$ cat config.mk
export PLATFORM = sky130hd
export DESIGN_NAME = password_reveal_flat
export DESIGN_NICKNAME = d
export VERILOG_FILES = /design/src/rtl/bomb_game_pkg.sv /design/src/rtl/password_reveal_if.sv /design/src/rtl/password_reveal_seg7_scan.sv /design/src/rtl/password_reveal.sv /design/src/flat_wrapper.sv
export SDC_FILE = /design/constraint.sdc
export NUM_CORES = 1
export LEC_CHECK = 0
export ABC_AREA = 1
export CAP_MARGIN = 20
export CORE_MARGIN = 3
export CORE_UTILIZATION = 52
export CTS_CLUSTER_DIAMETER = 80
export DETAILED_ROUTE_END_ITERATION = 10
export GPL_ROUTABILITY_DRIVEN = 0
export GPL_TIMING_DRIVEN = 0
export PLACE_DENSITY = 0.9
export SKIP_LAST_GASP = 1
export SLEW_MARGIN = 20
export SYNTH_ARGS = -nofsm -noshare
export SYNTH_HDL_FRONTEND = slang
export SYNTH_SLANG_ARGS = --single-unit
$ cat constraint.sdc
create_clock -name clk -period 2.1 [get_ports clk]
set_clock_uncertainty 0.05 [all_clocks]
set_input_delay 0.525 -clock clk [delete_from_list [all_inputs] [get_ports clk]]
set_output_delay 0.525 -clock clk [all_outputs]
set_load 0.03 [all_outputs]
$ cat src/rtl/bomb_game_pkg.sv
// Shared types and helpers for the bomb game blocks: reveal FSM states and the
// active-high 7-segment decoder.
package bomb_game_pkg;

    typedef enum logic [1:0] {
        IDLE = 2'd0,
        SHOW = 2'd1,
        DONE = 2'd2
    } reveal_state_t;

    localparam logic [7:0] SEG_BLANK = 8'h00;
    localparam logic [7:0] CAT_OFF   = 8'hFF;
    localparam logic [7:0] CAT_D0    = 8'hFE;
    localparam logic [7:0] CAT_D1    = 8'hFD;

    // Segment order {dp,g,f,e,d,c,b,a}; dp is never lit.
    function automatic logic [7:0] seg7_of(input logic [3:0] digit);
        case (digit)
            4'd0:    return 8'h3F;
            4'd1:    return 8'h06;
            4'd2:    return 8'h5B;
            4'd3:    return 8'h4F;
            4'd4:    return 8'h66;
            4'd5:    return 8'h6D;
            4'd6:    return 8'h7D;
            4'd7:    return 8'h07;
            4'd8:    return 8'h7F;
            4'd9:    return 8'h6F;
            default: return SEG_BLANK;
        endcase
    endfunction

endpackage

$ cat src/rtl/password_reveal_if.sv
// Control and display bundle between the game FSM / board I/O and password_reveal.
interface password_reveal_if #(
    parameter int PSW_W = 7
);
    logic             start;
    logic             abort;
    logic [PSW_W-1:0] psw;
    logic [PSW_W-1:0] LD;
    logic [7:0]       seg;
    logic [7:0]       cat;
    logic             busy;
    logic             end_of_show;

    modport master (
        output start, abort, psw,
        input  LD, seg, cat, busy, end_of_show
    );

    modport slave (
        input  start, abort, psw,
        output LD, seg, cat, busy, end_of_show
    );
endinterface

$ cat src/rtl/password_reveal_seg7_scan.sv
// Two-digit scanned 7-seg driver for the reveal countdown: digit 0 = ones,
// digit 1 = tens (blanked when zero). seg/cat are registered.
module seg7_scan
    import bomb_game_pkg::*;
#(
    parameter int SCAN_DIV = 50,
    parameter int REM_W    = 3
) (
    input  logic             clk,
    input  logic             rst,
    input  logic             enable,
    input  logic             load,
    input  logic [REM_W-1:0] remaining,
    output logic [7:0]       seg,
    output logic [7:0]       cat
);

    localparam int CNT_W = (SCAN_DIV > 1) ? $clog2(SCAN_DIV) : 1;

    logic [CNT_W-1:0] cnt_q, cnt_d;
    logic             sel_q, sel_d;
    logic [7:0]       seg_d, cat_d;
    logic [6:0]       rem7;
    logic [3:0]       ones, tens;

    assign rem7 = 7'(remaining);
    assign ones = 4'(rem7 % 7'd10);
    assign tens = 4'(rem7 / 7'd10);

    // NOTE: every variable gets a default first so no path leaves it unassigned (no latch).
    always_comb begin
        cnt_d = '0;
        sel_d = 1'b0;
        seg_d = SEG_BLANK;
        cat_d = CAT_OFF;
        if (enable && !load) begin
            if (cnt_q == CNT_W'(SCAN_DIV - 1)) begin
                cnt_d = '0;
                sel_d = ~sel_q;
            end else begin
                cnt_d = cnt_q + CNT_W'(1);
                sel_d = sel_q;
            end
        end
        // Registers carry the slot being entered, so the display lines up with LD.
        if (enable) begin
            if (!sel_d) begin
                seg_d = seg7_of(ones);
                cat_d = CAT_D0;
            end else if (tens != 4'd0) begin
                seg_d = seg7_of(tens);
                cat_d = CAT_D1;
            end
        end
    end

    // NOTE: sequential state uses non-blocking assignments so all registers update together.
    always_ff @(posedge clk) begin
        if (rst) begin
            cnt_q <= '0;
            sel_q <= 1'b0;
            seg   <= SEG_BLANK;
            cat   <= CAT_OFF;
        end else begin
            cnt_q <= cnt_d;
            sel_q <= sel_d;
            seg   <= seg_d;
            cat   <= cat_d;
        end
    end

endmodule

$ cat src/rtl/password_reveal.sv
// Timed password reveal: latches psw on start, shows it on LD with a seconds countdown.
// Optional build macro SHOW_BLINK_EN blinks LD during the final second.
module password_reveal
    import bomb_game_pkg::*;
#(
    parameter int PSW_W    = 7,
    parameter int SHOW_SEC = 5,
    parameter int TICK_DIV = 1000,
    parameter int SCAN_DIV = 50
) (
    input  logic              clk,
    input  logic              rst,
    password_reveal_if.slave  bus
);

    localparam int REM_W = $clog2(SHOW_SEC + 1);
    localparam int PRE_W = $clog2(TICK_DIV);

    reveal_state_t    state_q, state_d;
    logic [PRE_W-1:0] pre_q, pre_d;
    logic [REM_W-1:0] rem_q, rem_d;
    logic [PSW_W-1:0] psw_q, psw_d;
    logic [PSW_W-1:0] ld_q, ld_d;
    logic             eos_q, eos_d;
    logic             busy_q;
    logic             tick;
    logic             load;

    assign tick = (state_q == SHOW) && (pre_q == PRE_W'(TICK_DIV - 1));
    assign load = bus.start && !bus.abort;

    always_comb begin
        state_d = state_q;
        pre_d   = pre_q;
        rem_d   = rem_q;
        psw_d   = psw_q;
        eos_d   = eos_q;
        if (bus.abort) begin
            state_d = IDLE;
            pre_d   = '0;
            rem_d   = '0;
            psw_d   = '0;
            eos_d   = 1'b0;
        end else if (bus.start) begin
            // A start also wins over a coincident tick: the count reloads undecremented.
            state_d = SHOW;
            pre_d   = '0;
            rem_d   = REM_W'(SHOW_SEC);
            psw_d   = bus.psw;
            eos_d   = 1'b0;
        end else if (state_q == SHOW) begin
            if (tick) begin
                pre_d = '0;
                if (rem_q != '0) rem_d = rem_q - REM_W'(1);
                if (rem_q <= REM_W'(1)) begin
                    state_d = DONE;
                    eos_d   = 1'b1;
                end
            end else begin
                pre_d = pre_q + PRE_W'(1);
            end
        end
    end

`ifdef SHOW_BLINK_EN
    localparam logic [PRE_W-1:0] BLINK_Q = PRE_W'(TICK_DIV / 4);
    logic [PRE_W-1:0] blink_phase;
    assign blink_phase = pre_d / BLINK_Q;

    // Final second: alternate psw / dark every TICK_DIV/4 cycles, psw first.
    always_comb begin
        ld_d = '0;
        if (state_d == SHOW)
            ld_d = (rem_d == REM_W'(1) && blink_phase[0]) ? '0 : psw_d;
    end
`else
    always_comb begin
        ld_d = '0;
        if (state_d == SHOW) ld_d = psw_d;
    end
`endif

    always_ff @(posedge clk) begin
        if (rst) begin
            state_q <= IDLE;
            pre_q   <= '0;
            rem_q   <= '0;
            psw_q   <= '0;
            ld_q    <= '0;
            eos_q   <= 1'b0;
            busy_q  <= 1'b0;
        end else begin
            state_q <= state_d;
            pre_q   <= pre_d;
            rem_q   <= rem_d;
            psw_q   <= psw_d;
            ld_q    <= ld_d;
            eos_q   <= eos_d;
            busy_q  <= (state_d == SHOW);
        end
    end

    assign bus.LD          = ld_q;
    assign bus.busy        = busy_q;
    assign bus.end_of_show = eos_q;

    seg7_scan #(
        .SCAN_DIV (SCAN_DIV),
        .REM_W    (REM_W)
    ) u_scan (
        .clk       (clk),
        .rst       (rst),
        .enable    (state_d == SHOW),
        .load      (load),
        .remaining (rem_d),
        .seg       (bus.seg),
        .cat       (bus.cat)
    );

endmodule
$ cat src/flat_wrapper.sv
// flat-port wrapper written by rule: the top's interface ports become plain ports
module password_reveal_flat import bomb_game_pkg::*;
#(
    parameter int PSW_W    = 7,
    parameter int SHOW_SEC = 5,
    parameter int TICK_DIV = 1000,
    parameter int SCAN_DIV = 50
)
  (clk, rst, bus_start, bus_abort, bus_psw, bus_LD, bus_seg, bus_cat, bus_busy, bus_end_of_show);
  password_reveal_if #(.PSW_W(PSW_W)) bus_i ();
  input  logic clk;
  input  logic rst;
  input wire logic [$bits(bus_i.start)-1:0] bus_start;
  input wire logic [$bits(bus_i.abort)-1:0] bus_abort;
  input wire logic [$bits(bus_i.psw)-1:0] bus_psw;
  output wire logic [$bits(bus_i.LD)-1:0] bus_LD;
  output wire logic [$bits(bus_i.seg)-1:0] bus_seg;
  output wire logic [$bits(bus_i.cat)-1:0] bus_cat;
  output wire logic [$bits(bus_i.busy)-1:0] bus_busy;
  output wire logic [$bits(bus_i.end_of_show)-1:0] bus_end_of_show;
  assign bus_i.start = bus_start;
  assign bus_i.abort = bus_abort;
  assign bus_i.psw = bus_psw;
  assign bus_LD = bus_i.LD;
  assign bus_seg = bus_i.seg;
  assign bus_cat = bus_i.cat;
  assign bus_busy = bus_i.busy;
  assign bus_end_of_show = bus_i.end_of_show;
  password_reveal #(.PSW_W(PSW_W), .SHOW_SEC(SHOW_SEC), .TICK_DIV(TICK_DIV), .SCAN_DIV(SCAN_DIV)) u_core (.clk(clk), .rst(rst), .bus(bus_i));
endmodule
==> results of run 1 <==
-- cell type report --
type	instances	area [um2]	area share
Multi-Input combinational cell	176	1100	0.412
Sequential cell	46	932	0.349
Timing Repair Buffer	32	308	0.115
Inverter	31	121	0.0454
Clock buffer	6	72.6	0.0272
Buffer	9	63.8	0.0239
Tap cell	48	60.1	0.0225
Clock inverter	2	13.8	0.00515
-- power by group through the flow --
stage | Combinational [mW] | Sequential [mW] | Clock (mW)
3_3_place_gp | 0.187 | 0.919 | 0
6_report | 0.199 | 0.896 | 0.535
2_1_floorplan | 0.109 | 0.939 | 0
5_1_grt | 0.217 | 0.898 | 0.575
3_5_place_dp | 0.191 | 0.920 | 0
4_1_cts | 0.195 | 0.899 | 0.539
-- cell families after synthesis --
family / count (synthesis) / synth area share
simple gates: 123 / 0.302
flops: 46 / 0.429
buf+inv: 40 / 0.0862
compound gates: 24 / 0.0723
fa+ha+maj: 12 / 0.0699
xor+xnor: 9 / 0.0367
other cells: 2 / 0.00350
-- worst max path at each step --
| stage | startpoint | endpoint | slack, ns |
|---|---|---|---|
| floorplan | u_core.pre_q[0] | u_core.u_scan.seg[1] | 0.19 |
| global placement | bus_abort | u_core.u_scan.seg[1] | -0.50 |
| detailed placement | bus_abort | u_core.u_scan.seg[1] | -0.57 |
| CTS | bus_abort | u_core.u_scan.seg[6] | 0.003 |
| global route | u_core.pre_q[1] | u_core.u_scan.seg[1] | -0.06 |
| finish | bus_abort | u_core.u_scan.seg[6] | 0.09 |
-- cell usage in the layout (no fill, tap or decap), drive strengths merged --
master	Yosys	routed
a211oi	1	1
a21oi	12	12
a22oi	6	6
buf	8	13
clkbuf	1	7
clkdlybuf4s50	0	27
clkinv	0	2
conb	2	8
dfxtp	46	46
ha	12	12
inv	31	31
nand2	42	42
nand3	17	17
nand4	6	6
nor2	49	49
nor2b	1	1
nor3	6	6
nor3b	2	2
o21ai	4	4
o21bai	1	1
xnor2	4	4
xor2	5	5
-- per-stage QoR --
step,setup WS [ns],hold WS (ns),util,power (mW)
finish,0.0895,0.408,0.698,1.63
global route,-0.0637,0.435,0.698,1.69
CTS,0.00315,0.411,0.682,1.63
detailed placement,-0.573,0.398,0.653,1.11
global placement,-0.498,0.391,0.653,1.11
floorplan,0.186,0.395,-,1.05
-- worst min-delay path: stages, from the launching register on --
cell and delay [ns]:
dfxtp_1 0.32, inv_1 0.05, a21oi_1 0.06
-- sequential cells by signal (all words and copies together) (netlist names) --
name / count
u_core.psw_q: 7
u_core.pre_q: 10
u_core.rem_q: 3
u_core.u_scan.sel_q: 1
u_core.bus.end_of_show: 1
u_core.u_scan.cnt_q: 6
u_core.u_scan.seg: 7
u_core.state_q: 2
u_core.bus.LD: 7
u_core.u_scan.cat: 1
u_core.bus.busy: 1
-- per-layer routing --
layer	vias up	track usage
met4	0	0.0894
met2	35	0.279
li1	889	-
met1	754	0.181
met5	-	0
met3	15	0.0504
-- repair_timing --
action,CTS,global route
setup endpoints to repair,4,5
cloned,0,0
buffers inserted,1,4
pin swaps,2,4
gates resized for setup,3,13
==> reports/qor.yml, run 1 <==
global_route:
  grt_usage: 0.164
  antenna_found_initial: 0
  grt_max_degree: 15
  grt_pass1_vias: 1634
  grt_overflow: 0
  grt_pass1_wl_mm: 6.56
power_and_ir_drop:
  power-per-cell-area_mw_per_mm2: 610
  p_sw_frac: 0.265
  intPower_mw: 1.20
  netSwitchingPower_mw: 0.431
  ir_drop_mv: 0.471
  power_frac_comb: 0.122
  clockPowerShare: 0.328
  p_leak_nw: 1.07
  seqPwrFrac: 0.550
critical_path:
  rr_endpoint: "u_core.u_scan.seg[1]"
  r2r-start: "u_core.pre_q[1]"
  crit_path_max_incr_delay_ns: 0.64
  r2r_cells: 11
  crit_chain: "clkdlybuf4s50_1 > inv_1 > nand2_2 > inv_1 > ha_1 > inv_1 > nand3_1 > a21oi_1"
  worstPathMaxFanout: 7
  crit_top_cell: "inv_1"
  worstPathRequired_ns: 2.28
  crit_buf_inv: 4
  path_class: "in2reg"
  cpMaxStageDelayCell: "clkdlybuf4s50_1"
  crit_path_start_kind: "input pin"
  path_depth: 8
  path_delay_family: "buffers and inverters"
  cp-end-kind: "flop"
  ff2ff_setup_slack_ns: 0.11
  worstPathArrival_ns: 2.19
timing:
  fin_crit_ns: 2.01
  rsz0062_at_grt: "yes"
  setup_viol: 0
  slew_violations: 0
  min_period_over_period: 0.957
  hold_viol_final: 0
  fmax_mhz: 497
  tns_ns: 0
placement:
  port_buffers: 27
  place_area_mm2: 0.00250
  dp_hpwl_mm: 2.90
  dp.cells: 337
worst_hold_path:
  hold_depth: 2
  min_from: "u_core.bus.end_of_show"
  hold_class: "reg2reg"
  hold_path_end: "u_core.bus.end_of_show"
synth:
  synth_cell_types: 33
  syn_area_mm2: 0.00215
  synth_area_leaders: "dfxtp_1 (43%), ha_1 (7.0%), nor2_1 (6.1%)"
  synth-edff-count: 0
  dominantRegCellSynth: "dfxtp_1"
  yosysTopAreaCellShare: 0.429
  synthArstFlopShare: 0
  ys_ff_latch: 46
  yosys.area.top_type: "dfxtp_1"
  postSynthAreaPerCell_um2: 8.39
  yosysSeqAreaShare: 0.429
  postSynthCellCount: 256
  synthMostInstantiatedCell: "dfxtp_1"
  yosys_warnings: 0
  synthTopCellsByCount: "dfxtp_1 (46), nor2_1 (35), nand2_1 (33), inv_1 (28), nand3_1 (16)"
drt:
  drc: 0
  ant_nets: 0
  first_pass_iters: 4
  avgRoutedWirePerCell_um: 11.3
  top_layer: "met4"
  drt_iter0_drc: 60
  route.met3.wl_um: 210
  met2_length_mm: 1.91
  wl_met1_mm: 1.71
  via_per_inst: 4.84
  vias: 1693
  drt_wl_total_mm: 3.94
finish:
  drive_above_1_share: 0.215
  final_cells: 350
  synthToLayoutAreaGrowth_pct: 24.4
  antenna_cells: 0
  final_area_mm2: 0.00267
  fin_nets: 324
  fill_cells: 289
outcome:
  status: "complete, no violations"
floorplan:
  dieWidth_um: 70.3
  rows: 22
  die_area_mm2: 0.00494
  pin_count: 36
  fp.dieH_um: 70.3
  floorplan.initialDensity: 0.561
  coreArea_mm2: 0.00383
clocking:
  cts_tree: "done"
  hold_buffers: 0
  cts_buffers: 5
  clkSlewWorstSetupHoldPaths_ns: 0.08
  cts_htree_levels: 2
  clk_latency_ns: 0.30
  cts_root_buffer: "clkbuf_8"
  cts.sinks: 46
  cts_buffer_depth: 2
run:
  cap_violations: 0
No activity file was read; power rests on OpenSTA's default activity.
==> inputs of run 2 (changes only) <==
- PLACE_DENSITY: 0.9 -> 0.78
==> run 2 against run 1 <==
Combinational power barely moved; sequential power hardly changed; highest routed layer unchanged; sequential cell count did not move; count of clock-buffer cells in the layout down 1; die area unchanged; register-to-register slack barely moved; cell count down 0.29%; sequential share of layout area is 0.19 points lower; hold slack worse by 0.0038 ns; final area up 0.28%.
==> reports/qor.yml, run 2 (same netlist as run 1, synthesis figures left out) <==
finish:
  fill_cells: 308
  top_register: "u_core.pre_q"
  fin_nets: 323
  final_area_mm2: 0.00268
  synthToLayoutAreaGrowth_pct: 24.8
  drive_above_1_share: 0.199
  layout_commonest_cell: "dfxtp_1"
  final_cell_mix: "dfxtp_1 (43), nor2_1 (35), nand2_1 (32)"
  antenna_cells: 0
  largest_reg_flops: 10
  final_cells: 349
  ff_latch_area_um2: 930
  multi_input_area_mm2: 0.00109
  final_util: 0.700
floorplan:
  die_area_mm2: 0.00494
  coreArea_mm2: 0.00383
  fp.dieH_um: 70.3
  floorplan.initialDensity: 0.561
  rows: 22
  dieWidth_um: 70.3
  pin_count: 36
power_and_ir_drop:
  power-per-cell-area_mw_per_mm2: 656
  ir_drop_mv: 0.570
  p_leak_nw: 1.09
  power_mw: 1.76
clocking:
  hold_buffers: 0
  cts_tree: "done"
  clkSlewWorstSetupHoldPaths_ns: 0.09
  cts_htree_levels: 2
  cts_root_buffer: "clkbuf_8"
  cts_buffers: 5
  cts.sinks: 46
  clk_latency_ns: 0.30
  cts_buffer_depth: 2
global_route:
  grt_overflow: 0
  antenna_found_initial: 0
  grt_max_degree: 16
  grt_pass1_vias: 1585
  grt_usage: 0.171
  grt_pass1_wl_mm: 6.78
run:
  cap_violations: 0
critical_path:
  worstPathMaxFanout: 5
  worstPathRequired_ns: 2.25
  ff2ff_setup_slack_ns: 0.10
  crit_path_start_kind: "flop"
  crit_path_max_incr_delay_ns: 0.38
  crit_chain: "ha_4 > nand2_1 > nor2_4 > nand4_1 > nand2_1 > nand2_1 > nor2_4 > inv_2 > ha_1 > nand3_1 > nor2b_1"
  path_class: "reg2reg"
  crit_top_cell: "nand2_1"
  cpMaxStageDelayCell: "dfxtp_4"
  r2r-start: "u_core.pre_q[0]"
  worstPathArrival_ns: 2.15
  rr_endpoint: "u_core.u_scan.seg[1]"
  r2r_cells: 11
  cp-end-kind: "flop"
placement:
  dp_hpwl_mm: 2.87
  dp.cells: 337
  place_area_mm2: 0.00250
  port_buffers: 27
timing:
  setup_viol: 0
  slew_violations: 0
  rsz0062_at_grt: "yes"
  fmax_mhz: 500
  tns_ns: 0
  hold_viol_final: 0
  min_period_over_period: 0.952
  fin_crit_ns: 2.00
worst_hold_path:
  hold_depth: 2
  min_from: "u_core.bus.end_of_show"
  hold_path_end: "u_core.bus.end_of_show"
  hold_class: "reg2reg"
drt:
  first_pass_iters: 4
  avgRoutedWirePerCell_um: 11.6
  via_per_inst: 4.85
  ant_nets: 0
  drt_wl_total_mm: 4.05
  drt_iter0_drc: 77
  vias: 1694
  drc: 0
outcome:
  status: "complete, no violations"
## run 2: per-layer routing
layer / share of wire / vias to the layer above / global-route usage
li1: - / 885 / -
met1: 0.45 / 767 / 0.200
met2: 0.48 / 34 / 0.284
met3: 0.052 / 8 / 0.0719
met4: 0.017 / 0 / 0.0489
met5: 0 / - / 0
## run 2: worst max path at each step
stage | cells past startpoint | slack [ns] | to | from
after floorplan | 11 | 0.19 | u_core.u_scan.seg[1] | u_core.pre_q[0]
after global placement | 8 | -0.53 | u_core.u_scan.seg[1] | bus_abort
after detailed placement | 8 | -0.57 | u_core.u_scan.seg[1] | bus_abort
after CTS | 11 | 0.006 | u_core.u_scan.seg[1] | u_core.pre_q[1]
after global routing | 13 | -0.06 | u_core.u_scan.seg[5] | u_core.pre_q[5]
final | 11 | 0.10 | u_core.u_scan.seg[1] | u_core.pre_q[0]
## run 2: where the power goes
group          total, mW  switching, mW  internal [mW]  leakage, nW
clock              0.662          0.305          0.357       0.0585
combinational      0.198          0.124         0.0744        0.658
sequential         0.897        0.00866          0.889        0.375
## run 2: metrics by stage
stage,setup slack (ns),hold WS (ns)
2_1_floorplan,0.186,0.395
3_3_place_gp,-0.530,0.393
3_5_place_dp,-0.571,0.401
4_1_cts,0.00572,0.410
5_1_grt,-0.0599,0.429
6_report,0.101,0.404
## run 2: final cells by class
type,instances,share of cell area
well taps,48,0.0224
multi-input cells,176,0.406
inverters,31,0.0453
plain buffers,9,0.0238
clock inverters,3,0.0163
flip-flops and latches,46,0.347
clock buffers,5,0.0257
repair buffers,31,0.113
## run 2: critical path: cells and delay by family (launching register included)
| family | cells | cell delay, ns |
|---|---|---|
| adder cells (fa/ha/maj) | 2 | 0.44 |
| AND/OR/NAND/NOR | 8 | 0.96 |
| flip-flops | 1 | 0.38 |
| buffers and inverters | 1 | 0.08 |
## run 2: what timing repair did
| item | CTS | global route |
|---|---|---|
| resized for setup | 3 | 9 |
| pin swaps | 1 | 3 |
| buffers inserted | 1 | 3 |
| endpoints found under the setup margin | 4 | 7 |
==> inputs of run 3 (changes only) <==
- CORE_MARGIN: 3 -> 5
==> run 3 against run 2 <==
Critical path depth decreased by 3; routed wire length decreased by 1.5%; worst setup slack got worse by 0.017 ns; via count decreased by 1.6%; hold slack got worse by 0.0016 ns; sequential cell count unchanged; clock power decreased by 14%; count of clock-buffer cells in the layout increased by 1.
==> reports/qor.yml, run 3 (same netlist as run 1, synthesis figures left out) <==
floorplan:
  floorplan.initialDensity: 0.537
  coreArea_mm2: 0.00400
  pin_count: 36
  rows: 23
  fp.dieH_um: 74.3
  die_area_mm2: 0.00551
  dieWidth_um: 74.3
critical_path:
  path_delay_family: "buffers and inverters"
  crit_path_max_incr_delay_ns: 0.63
  worstPathMaxFanout: 7
  worstPathArrival_ns: 2.20
  worstPathRequired_ns: 2.28
  crit_path_start_kind: "input pin"
  crit_chain: "clkdlybuf4s50_1 > inv_1 > nand2_2 > inv_1 > ha_1 > inv_1 > nand3_1 > a21oi_1"
  cp-end-kind: "flop"
  path_class: "in2reg"
  cpMaxStageDelayCell: "clkdlybuf4s50_1"
  crit_buf_inv: 4
  crit_top_cell: "inv_1"
run:
  cap_violations: 0
drt:
  ant_nets: 0
  wl_met1_mm: 1.75
  top_layer: "met4"
  drt_iter0_drc: 74
  drt_wl_total_mm: 3.99
  via_per_inst: 4.78
  route.met3.wl_um: 242
  vias: 1667
  drc: 0
  met2_length_mm: 1.95
  avgRoutedWirePerCell_um: 11.4
  first_pass_iters: 4
global_route:
  grt_usage: 0.156
  grt_pass1_vias: 1584
  antenna_found_initial: 0
  grt_max_degree: 15
  grt_pass1_wl_mm: 6.60
  grt_overflow: 0
power_and_ir_drop:
  p_leak_nw: 1.06
  power-per-cell-area_mw_per_mm2: 630
  ir_drop_mv: 0.424
  power_mw: 1.66
placement:
  place_area_mm2: 0.00250
  place_ws_ns: -0.532
  port_buffers: 27
  dp_hpwl_mm: 2.98
finish:
  final_area_mm2: 0.00264
  largest_reg_flops: 10
  ff_latch_area_um2: 927
  drive_above_1_share: 0.194
  antenna_cells: 0
  layout_commonest_cell: "dfxtp_1"
  final_util: 0.660
  top_register: "u_core.pre_q"
  multi_input_area_mm2: 0.00108
  final_cell_mix: "dfxtp_1 (43), nor2_1 (35), nand2_1 (32)"
  fin_nets: 321
  synthToLayoutAreaGrowth_pct: 22.9
  fill_cells: 352
timing:
  setup_ws_ns: 0.0837
  hold_ws_ns: 0.403
  fin_crit_ns: 2.02
  hold_viol_final: 0
  setup_viol: 0
  min_period_over_period: 0.960
  rsz0062_at_grt: "yes"
  fmax_mhz: 496
  slew_violations: 0
clocking:
  clkSlewWorstSetupHoldPaths_ns: 0.08
  cts_buffers: 5
  hold_buffers: 0
  cts_root_buffer: "clkbuf_8"
  cts_htree_levels: 2
  clk_latency_ns: 0.30
  cts.sinks: 46
  cts_tree: "done"
  cts_buffer_depth: 2
outcome:
  status: "complete, no violations"
worst_hold_path:
  hold_class: "reg2reg"
[run 3: cell count changes in the layout (fill, tap and decap cells not counted), sizes merged]
cell,delta
dlymetal6s2s,-1
clkbuf,+1
clkinvlp,+1
clkdlybuf4s50,+1
buf,-2
inv,-1
bufinv,-1
[run 3: final timing paths]
| path | startpoint | to | slack, ns | cells past startpoint |
|---|---|---|---|---|
| setup reg to reg | u_core.pre_q[0] | u_core.u_scan.seg[1] | 0.14 | 11 |
| hold / removal | u_core.bus.end_of_show | u_core.bus.end_of_show | 0.40 | 2 |
| hold reg to reg | u_core.bus.end_of_show | u_core.bus.end_of_show | 0.40 | 2 |
| setup / recovery | bus_abort | u_core.u_scan.seg[5] | 0.08 | 8 |
[run 3: through the flow]
stage / instances / TNS (ns)
after global placement: 339 / -3.75
after floorplan: 262 / 0
final: 349 / 0
after CTS: 348 / 0
after global routing: 349 / -0.0262
after detailed placement: 339 / -4.04
[run 3: repair_timing]
action	in CTS	in global routing
gates resized for setup	3	6
buffers inserted	1	1
endpoints found under the hold margin	0	0
pin swaps	1	3
setup endpoints to repair	4	5
[run 3: area by class of cell]
| class | instances | area share |
|---|---|---|
| Tap cell | 50 | 0.0237 |
| Buffer | 9 | 0.0242 |
| Inverter | 31 | 0.0460 |
| Clock buffer | 6 | 0.0313 |
| Timing Repair Buffer | 29 | 0.108 |
| Clock inverter | 2 | 0.00474 |
| Multi-Input combinational cell | 176 | 0.411 |
| Sequential cell | 46 | 0.351 |
[run 3: worst reg2reg max path: stages (launching register included)]
cell,delay [ns]
dfxtp_4,0.38
ha_4,0.16
nand2_1,0.10
nor2_4,0.17
nand4_1,0.12
nand2_1,0.08
nand2_1,0.08
nor2_4,0.15
inv_2,0.07
ha_1,0.27
nand3_1,0.09
nor2b_1,0.15
[run 3: routing by layer]
metal | up-vias | GRT usage
met5 | - | 0
met2 | 33 | 0.269
met1 | 744 | 0.177
met4 | 0 | 0.0553
met3 | 5 | 0.0595
li1 | 885 | -
[run 3: report_power, final]
part / total (mW) / switching (mW) / leakage [nW] / internal, mW
logic: 0.195 / 0.121 / 0.634 / 0.0737
registers: 0.898 / 0.00900 / 0.375 / 0.889
clock network: 0.570 / 0.305 / 0.0472 / 0.265
